## src/rtl/hcu_pkg.sv

```systemverilog
// Shared types and constants for the hazard control unit.
package hcu_pkg;

  typedef enum logic [0:0] {
    RUN     = 1'b0,
    MC_WAIT = 1'b1
  } hcu_state_e;

  localparam logic [1:0] FWD_REG = 2'd0;
  localparam logic [1:0] FWD_MEM = 2'd1;
  localparam logic [1:0] FWD_WB  = 2'd2;

endpackage

```

## src/rtl/forwarding_unit.sv

```systemverilog
// Operand bypass selection for one EX source operand.
// MEM has priority over WB, and register x0 is never forwarded.
module forwarding_unit
  import hcu_pkg::*;
#(
  parameter int unsigned REG_ADDR_W = 5
) (
  input  logic [REG_ADDR_W-1:0] ex_rs_i,
  input  logic [REG_ADDR_W-1:0] mem_rd_i,
  input  logic                  mem_reg_write_i,
  input  logic [REG_ADDR_W-1:0] wb_rd_i,
  input  logic                  wb_reg_write_i,
  output logic [1:0]            fwd_sel_o
);

  // Pick the youngest in-flight producer of ex_rs_i.
  always_comb begin
    fwd_sel_o = FWD_REG;
    if (mem_reg_write_i && (mem_rd_i != '0) && (mem_rd_i == ex_rs_i)) begin
      fwd_sel_o = FWD_MEM;
    end else if (wb_reg_write_i && (wb_rd_i != '0) && (wb_rd_i == ex_rs_i)) begin
      fwd_sel_o = FWD_WB;
    end
  end

endmodule

```

## src/rtl/hazard_control_unit.sv

```systemverilog
// Central sequencer for the 5-stage pipeline: bank enables/flushes, PC
// enable, EX forwarding selects, multi-cycle unit handshake with watchdog,
// and a saturating stall-cycle counter.
module hazard_control_unit
  import hcu_pkg::*;
#(
  parameter int unsigned REG_ADDR_W = 5,
  parameter int unsigned MC_TIMEOUT = 64,
  parameter int unsigned CNT_W      = 32
) (
  input  logic                  clk,
  input  logic                  reset,
  input  logic [REG_ADDR_W-1:0] id_rs1,
  input  logic [REG_ADDR_W-1:0] id_rs2,
  input  logic                  id_use_rs1,
  input  logic                  id_use_rs2,
  input  logic [REG_ADDR_W-1:0] ex_rs1,
  input  logic [REG_ADDR_W-1:0] ex_rs2,
  input  logic [REG_ADDR_W-1:0] ex_rd,
  input  logic                  ex_mem_read,
  input  logic                  ex_mc_op,
  input  logic                  ex_branch_taken,
  input  logic [REG_ADDR_W-1:0] mem_rd,
  input  logic [REG_ADDR_W-1:0] wb_rd,
  input  logic                  mem_reg_write,
  input  logic                  wb_reg_write,
  input  logic                  imem_ready,
  input  logic                  dmem_ready,
  input  logic                  mc_done,
  output logic                  pc_en,
  output logic                  if_id_en,
  output logic                  id_ex_en,
  output logic                  ex_mem_en,
  output logic                  mem_wb_en,
  output logic                  if_id_flush,
  output logic                  id_ex_flush,
  output logic                  ex_mem_flush,
  output logic [1:0]            fwd_a_sel,
  output logic [1:0]            fwd_b_sel,
  output logic                  mc_start,
  output logic                  mc_error,
  output logic [CNT_W-1:0]      stall_cycles
);

  localparam int unsigned    WD_W    = (MC_TIMEOUT > 1) ? $clog2(MC_TIMEOUT) : 1;
  localparam logic [WD_W-1:0] WD_LAST = WD_W'(MC_TIMEOUT - 1);

  hcu_state_e       state_q, state_d;
  logic [WD_W-1:0]  wd_q, wd_d;
  logic             mc_error_q, mc_error_d;
  logic [CNT_W-1:0] stall_q, stall_d;

  logic [1:0] fwd_a_raw, fwd_b_raw;
  logic       lu;
  logic       mc_timeout;

  forwarding_unit #(.REG_ADDR_W(REG_ADDR_W)) u_fwd_a (
    .ex_rs_i         (ex_rs1),
    .mem_rd_i        (mem_rd),
    .mem_reg_write_i (mem_reg_write),
    .wb_rd_i         (wb_rd),
    .wb_reg_write_i  (wb_reg_write),
    .fwd_sel_o       (fwd_a_raw)
  );

  forwarding_unit #(.REG_ADDR_W(REG_ADDR_W)) u_fwd_b (
    .ex_rs_i         (ex_rs2),
    .mem_rd_i        (mem_rd),
    .mem_reg_write_i (mem_reg_write),
    .wb_rd_i         (wb_rd),
    .wb_reg_write_i  (wb_reg_write),
    .fwd_sel_o       (fwd_b_raw)
  );

  assign fwd_a_sel = reset ? FWD_REG : fwd_a_raw;
  assign fwd_b_sel = reset ? FWD_REG : fwd_b_raw;

  assign lu = ex_mem_read && (ex_rd != '0) &&
              ((id_use_rs1 && (id_rs1 == ex_rd)) || (id_use_rs2 && (id_rs2 == ex_rd)));

  // Watchdog expiry only counts on a cycle that is not frozen and has no result.
  assign mc_timeout = (state_q == MC_WAIT) && dmem_ready && !mc_done && (wd_q == WD_LAST);

  assign mc_error     = mc_error_q;
  assign stall_cycles = stall_q;

  // FSM state register.
  always_ff @(posedge clk) begin
    if (reset) begin
      state_q <= RUN;
    end else begin
      state_q <= state_d;
    end
  end

  // Next state, watchdog and sticky error flag.
  // The watchdog keeps counting through a dmem freeze but stops at its last
  // value, so an expiry during a freeze is acted on at the first unfrozen cycle.
  always_comb begin
    state_d    = state_q;
    wd_d       = wd_q;
    mc_error_d = mc_error_q;
    case (state_q)
      RUN: begin
        if (dmem_ready && ex_mc_op) begin
          state_d = MC_WAIT;
          wd_d    = '0;
        end
      end
      MC_WAIT: begin
        if (dmem_ready && mc_done) begin
          state_d = RUN;
          wd_d    = '0;
        end else if (mc_timeout) begin
          state_d    = RUN;
          wd_d       = '0;
          mc_error_d = 1'b1;
        end else if (wd_q != WD_LAST) begin
          wd_d = wd_q + WD_W'(1);
        end
      end
      default: state_d = RUN;
    endcase
  end

  // Pipeline bank controls, decoded in priority order.
  always_comb begin
    pc_en        = 1'b0;
    if_id_en     = 1'b0;
    id_ex_en     = 1'b0;
    ex_mem_en    = 1'b0;
    mem_wb_en    = 1'b0;
    if_id_flush  = 1'b0;
    id_ex_flush  = 1'b0;
    ex_mem_flush = 1'b0;
    mc_start     = 1'b0;
    if (reset) begin
      if_id_flush  = 1'b1;
      id_ex_flush  = 1'b1;
      ex_mem_flush = 1'b1;
    end else if (!dmem_ready) begin
      // full freeze, nothing moves
    end else if (state_q == RUN) begin
      if (ex_mc_op) begin
        ex_mem_en    = 1'b1;
        mem_wb_en    = 1'b1;
        ex_mem_flush = 1'b1;
        mc_start     = 1'b1;
      end else if (ex_branch_taken) begin
        pc_en       = 1'b1;
        if_id_en    = 1'b1;
        id_ex_en    = 1'b1;
        ex_mem_en   = 1'b1;
        mem_wb_en   = 1'b1;
        if_id_flush = 1'b1;
        id_ex_flush = 1'b1;
      end else if (lu) begin
        id_ex_en    = 1'b1;
        ex_mem_en   = 1'b1;
        mem_wb_en   = 1'b1;
        id_ex_flush = 1'b1;
      end else if (!imem_ready) begin
        if_id_en    = 1'b1;
        id_ex_en    = 1'b1;
        ex_mem_en   = 1'b1;
        mem_wb_en   = 1'b1;
        if_id_flush = 1'b1;
      end else begin
        pc_en     = 1'b1;
        if_id_en  = 1'b1;
        id_ex_en  = 1'b1;
        ex_mem_en = 1'b1;
        mem_wb_en = 1'b1;
      end
    end else begin
      if (mc_done) begin
        pc_en     = 1'b1;
        if_id_en  = 1'b1;
        id_ex_en  = 1'b1;
        ex_mem_en = 1'b1;
        mem_wb_en = 1'b1;
      end else if (mc_timeout) begin
        pc_en        = 1'b1;
        if_id_en     = 1'b1;
        id_ex_en     = 1'b1;
        ex_mem_en    = 1'b1;
        mem_wb_en    = 1'b1;
        ex_mem_flush = 1'b1;
      end else begin
        ex_mem_en    = 1'b1;
        mem_wb_en    = 1'b1;
        ex_mem_flush = 1'b1;
      end
    end
  end

  // Saturating count of cycles where the PC is held.
  always_comb begin
    stall_d = stall_q;
    if (!pc_en && (stall_q != '1)) begin
      stall_d = stall_q + CNT_W'(1);
    end
  end

  // Watchdog, error flag and stall counter registers.
  always_ff @(posedge clk) begin
    if (reset) begin
      wd_q       <= '0;
      mc_error_q <= 1'b0;
      stall_q    <= '0;
    end else begin
      wd_q       <= wd_d;
      mc_error_q <= mc_error_d;
      stall_q    <= stall_d;
    end
  end

endmodule
```

## config.mk

```make
export PLATFORM = sky130hd
export DESIGN_NAME = hazard_control_unit
export DESIGN_NICKNAME = d
export VERILOG_FILES = /design/src/rtl/hcu_pkg.sv /design/src/rtl/forwarding_unit.sv /design/src/rtl/hazard_control_unit.sv
export SDC_FILE = /design/constraint.sdc
export NUM_CORES = 1
export LEC_CHECK = 0
export CAP_MARGIN = 20
export CORE_MARGIN = 2
export CORE_UTILIZATION = 40
export CTS_CLUSTER_SIZE = 25
export DETAILED_ROUTE_END_ITERATION = 7
export PLACE_DENSITY_LB_ADDON = 0.15
export SYNTH_ARGS = -nofsm -noshare
export SYNTH_HDL_FRONTEND = slang
export SYNTH_SLANG_ARGS = --single-unit
export TNS_END_PERCENT = 5
```

## constraint.sdc

```tcl
create_clock -name clk -period 5.1 [get_ports clk]
set_clock_uncertainty 0.15 [all_clocks]
set_input_delay 1.02 -clock clk [delete_from_list [all_inputs] [get_ports clk]]
set_output_delay 1.02 -clock clk [all_outputs]
set_load 0.01 [all_outputs]
```

==> impl_metrics.json <==
{
  "core_area_um2": 6280,
  "wl_met3_um": 503,
  "drt_first_pass_iters": 4,
  "synth_top_area_cell": "dfxtp_1",
  "rows": 29,
  "detail_route.iter0.violations": 132,
  "max_cap_viol_count": 0,
  "synth_edf_count": 0,
  "antenna_found_initial": 0,
  "clkSlewWorstSetupHoldPaths_ns": 0.07,
  "post_cts_resized": 0,
  "setup_slack_ns": 0.505,
  "final_nets": 463,
  "synth-seq-cells": 40,
  "total_power_uw": 717,
  "synth-main-ff-cell": "dfxtp_1",
  "dpl.cell_count": 484,
  "htreeDepth": 2,
  "drive_above_1_share_pct": 6.27,
  "finalSetupViolCount": 0,
  "endpoint_kind": "output port",
  "grt_max_degree": 45,
  "syn-cell-area_um2": 2580,
  "avgRoutedWirePerCell_um": 14.0,
  "hold_buffers": 0,
  "power.density_nw_per_um2": 197,
  "die_x_um": 84.3,
  "grt_pass1_vias": 2478,
  "vias": 2755,
  "timing.final.crit_share_pct": 90.1,
  "p_leak_uw": 0.00117,
  "outcome": "finished clean",
  "ant_nets": 0,
  "hp-class": "reg2reg",
  "postCtsSetupRepairBufs": 0,
  "place_congestion": 0.832,
  "clkLatencyLatePin_ns": 0.30,
  "ys_top_cells_by_area": "dfxtp_1 31%, xnor2_1 7.8%, a21oi_1 5.8%, o21ai_0 4.5%, xor2_1 4.1%",
  "yosys_warnings": 0,
  "drc": 0,
  "hold_violations": 0,
  "hpwl_um": 5160,
  "critPathKind": "in2out",
  "clk_path_buf_depth": 2,
  "synthCells": 329,
  "holdWs_ns": 0.327,
  "grt_util_all_layers_pct": 19.0,
  "highest_layer": "met4",
  "rsz0062_at_grt": "false",
  "io_pins": 93,
  "cp.required_ns": 3.93,
  "die_area_um2": 7110,
  "finalWirelength_um": 6880,
  "relSlewSlack_pct": 55.6,
  "cts_tree": "done",
  "crit_fanout": 4,
  "peakVddDrop_uv": 104,
  "clock-sinks": 40,
  "grt_pass1_wl_um": 11200,
  "async_flop_share_pct": 0,
  "place_ws_ns": 0.507,
  "tns_ns": 0,
  "gr-total-overflow": 0,
  "area_growth_pct": 41.2,
  "worst_setup_path_start_kind": "input port",
  "final_cells": 492,
  "n_antenna_cell": 0,
  "ys_seq_area_share_pct": 31.0,
  "synth.net_count": 378,
  "synth_cell_types": 47,
  "slew_violations": 0,
  "wl_met1_um": 3020,
  "worst_pin_slew_ns": 0.666,
  "dr_wl_met2_um": 3310,
  "avgSynthCellArea_um2": 7.84,
  "synth_top_area_share_pct": 31.0,
  "root_buffer": "clkbuf_8",
  "via_per_inst": 5.60,
  "fp.dieH_um": 84.3,
  "fmaxAchievable_mhz": 218,
  "worstPathArrival_ns": 3.42,
  "min_period_ns": 4.59,
  "cts_buffers": 5,
  "port_buffers": 92,
  "initial_core_util_pct": 41.1
}
-- power breakdown --
group	internal, uW	switching (uW)	total (uW)	leakage (uW)
combinational	71.0	60.9	132	0.000790
sequential	316	5.96	322	0.000323
clock	145	118	263	0.0000541
-- cells by family (layout without fill, tap and decap cells) --
family	count (synthesis)	count (layout)	share of synthesized area (%)
compound gates	74	74	16.5
simple gates	154	154	34.3
mux	4	4	1.70
fa+ha+maj	2	2	0.970
flops	40	40	31.0
buf+inv	20	106	3.54
xor+xnor	35	35	11.9
-- cell usage in the layout (no fill, tap or decap), types with 3 or more instances in the layout --
master           instances
clkdlybuf4s50_1         92
dfxtp_1                 40
a21oi_1                 30
nand2_1                 27
o21ai_0                 23
xnor2_1                 23
nor2_1                  20
nand3_1                 19
or3_1                   14
or4_1                   13
nand4_1                 13
xor2_1                  12
o31ai_1                  9
nor2b_1                  8
and2_1                   7
nor4_1                   5
nor3_1                   5
inv_1                    5
clkbuf_8                 5
and3_1                   4
nand4b_1                 4
and4_4                   3
mux2_2                   3
-- path summary, 6_finish.rpt --
check,start,end,slack [ns],cells past startpoint
max,mem_rd[0],fwd_a_sel[1],0.51,6
min,mc_error,mc_error,0.33,2
max reg2reg,stall_cycles[11],stall_cycles[5],2.58,6
min reg2reg,mc_error,mc_error,0.33,2
-- layout make-up --
| cell class | instances | area [um^2] |
|---|---|---|
| clock buffer | 5 | 68.8 |
| timing repair buffer | 93 | 928 |
| fill | 584 | 2630 |
| sequential | 40 | 801 |
| clock inverter | 3 | 42.5 |
| tap | 77 | 96.3 |
| multi-input combinational | 269 | 1690 |
| inverter | 5 | 18.8 |
-- routing by layer --
metal / GRT usage, % / vias to the layer above
met2: 32.5 / 83
met5: 0 / -
met3: 5.70 / 7
li1: - / 1378
met1: 23.5 / 1287
met4: 4.40 / 0
-- state kept, by name, indices dropped and copies added, names as in the netlist --
register	cells
stall_cycles	32
mc_error	1
state_q	1
wd_q	6
-- cells in the mapped netlist (8+ instances only) --
cell type	number
nor2b_1	8
nor2_1	20
o31ai_1	9
nand3_1	19
xor2_1	12
a21oi_1	30
xnor2_1	23
o21ai_0	23
or4_1	13
nand4_1	13
dfxtp_1	40
or3_1	14
nand2_1	27
-- worst max-delay path, cell delays in order --
cell	delay, ns
clkdlybuf4s50_1	0.47
or4_1	0.55
o21ai_0	0.38
nor3_1	0.12
nor4_1	0.31
clkdlybuf4s50_1	0.59
-- metrics by stage --
step | area, um^2 | utilization, %
final | 3640 | 58.0
after detailed placement | 3530 | 56.3
after floorplan | 2580 | -
after global routing | 3640 | 58.0
after CTS | 3640 | 58.0
after global placement | 3530 | 56.3
No activity file was read; power rests on OpenSTA's default activity.
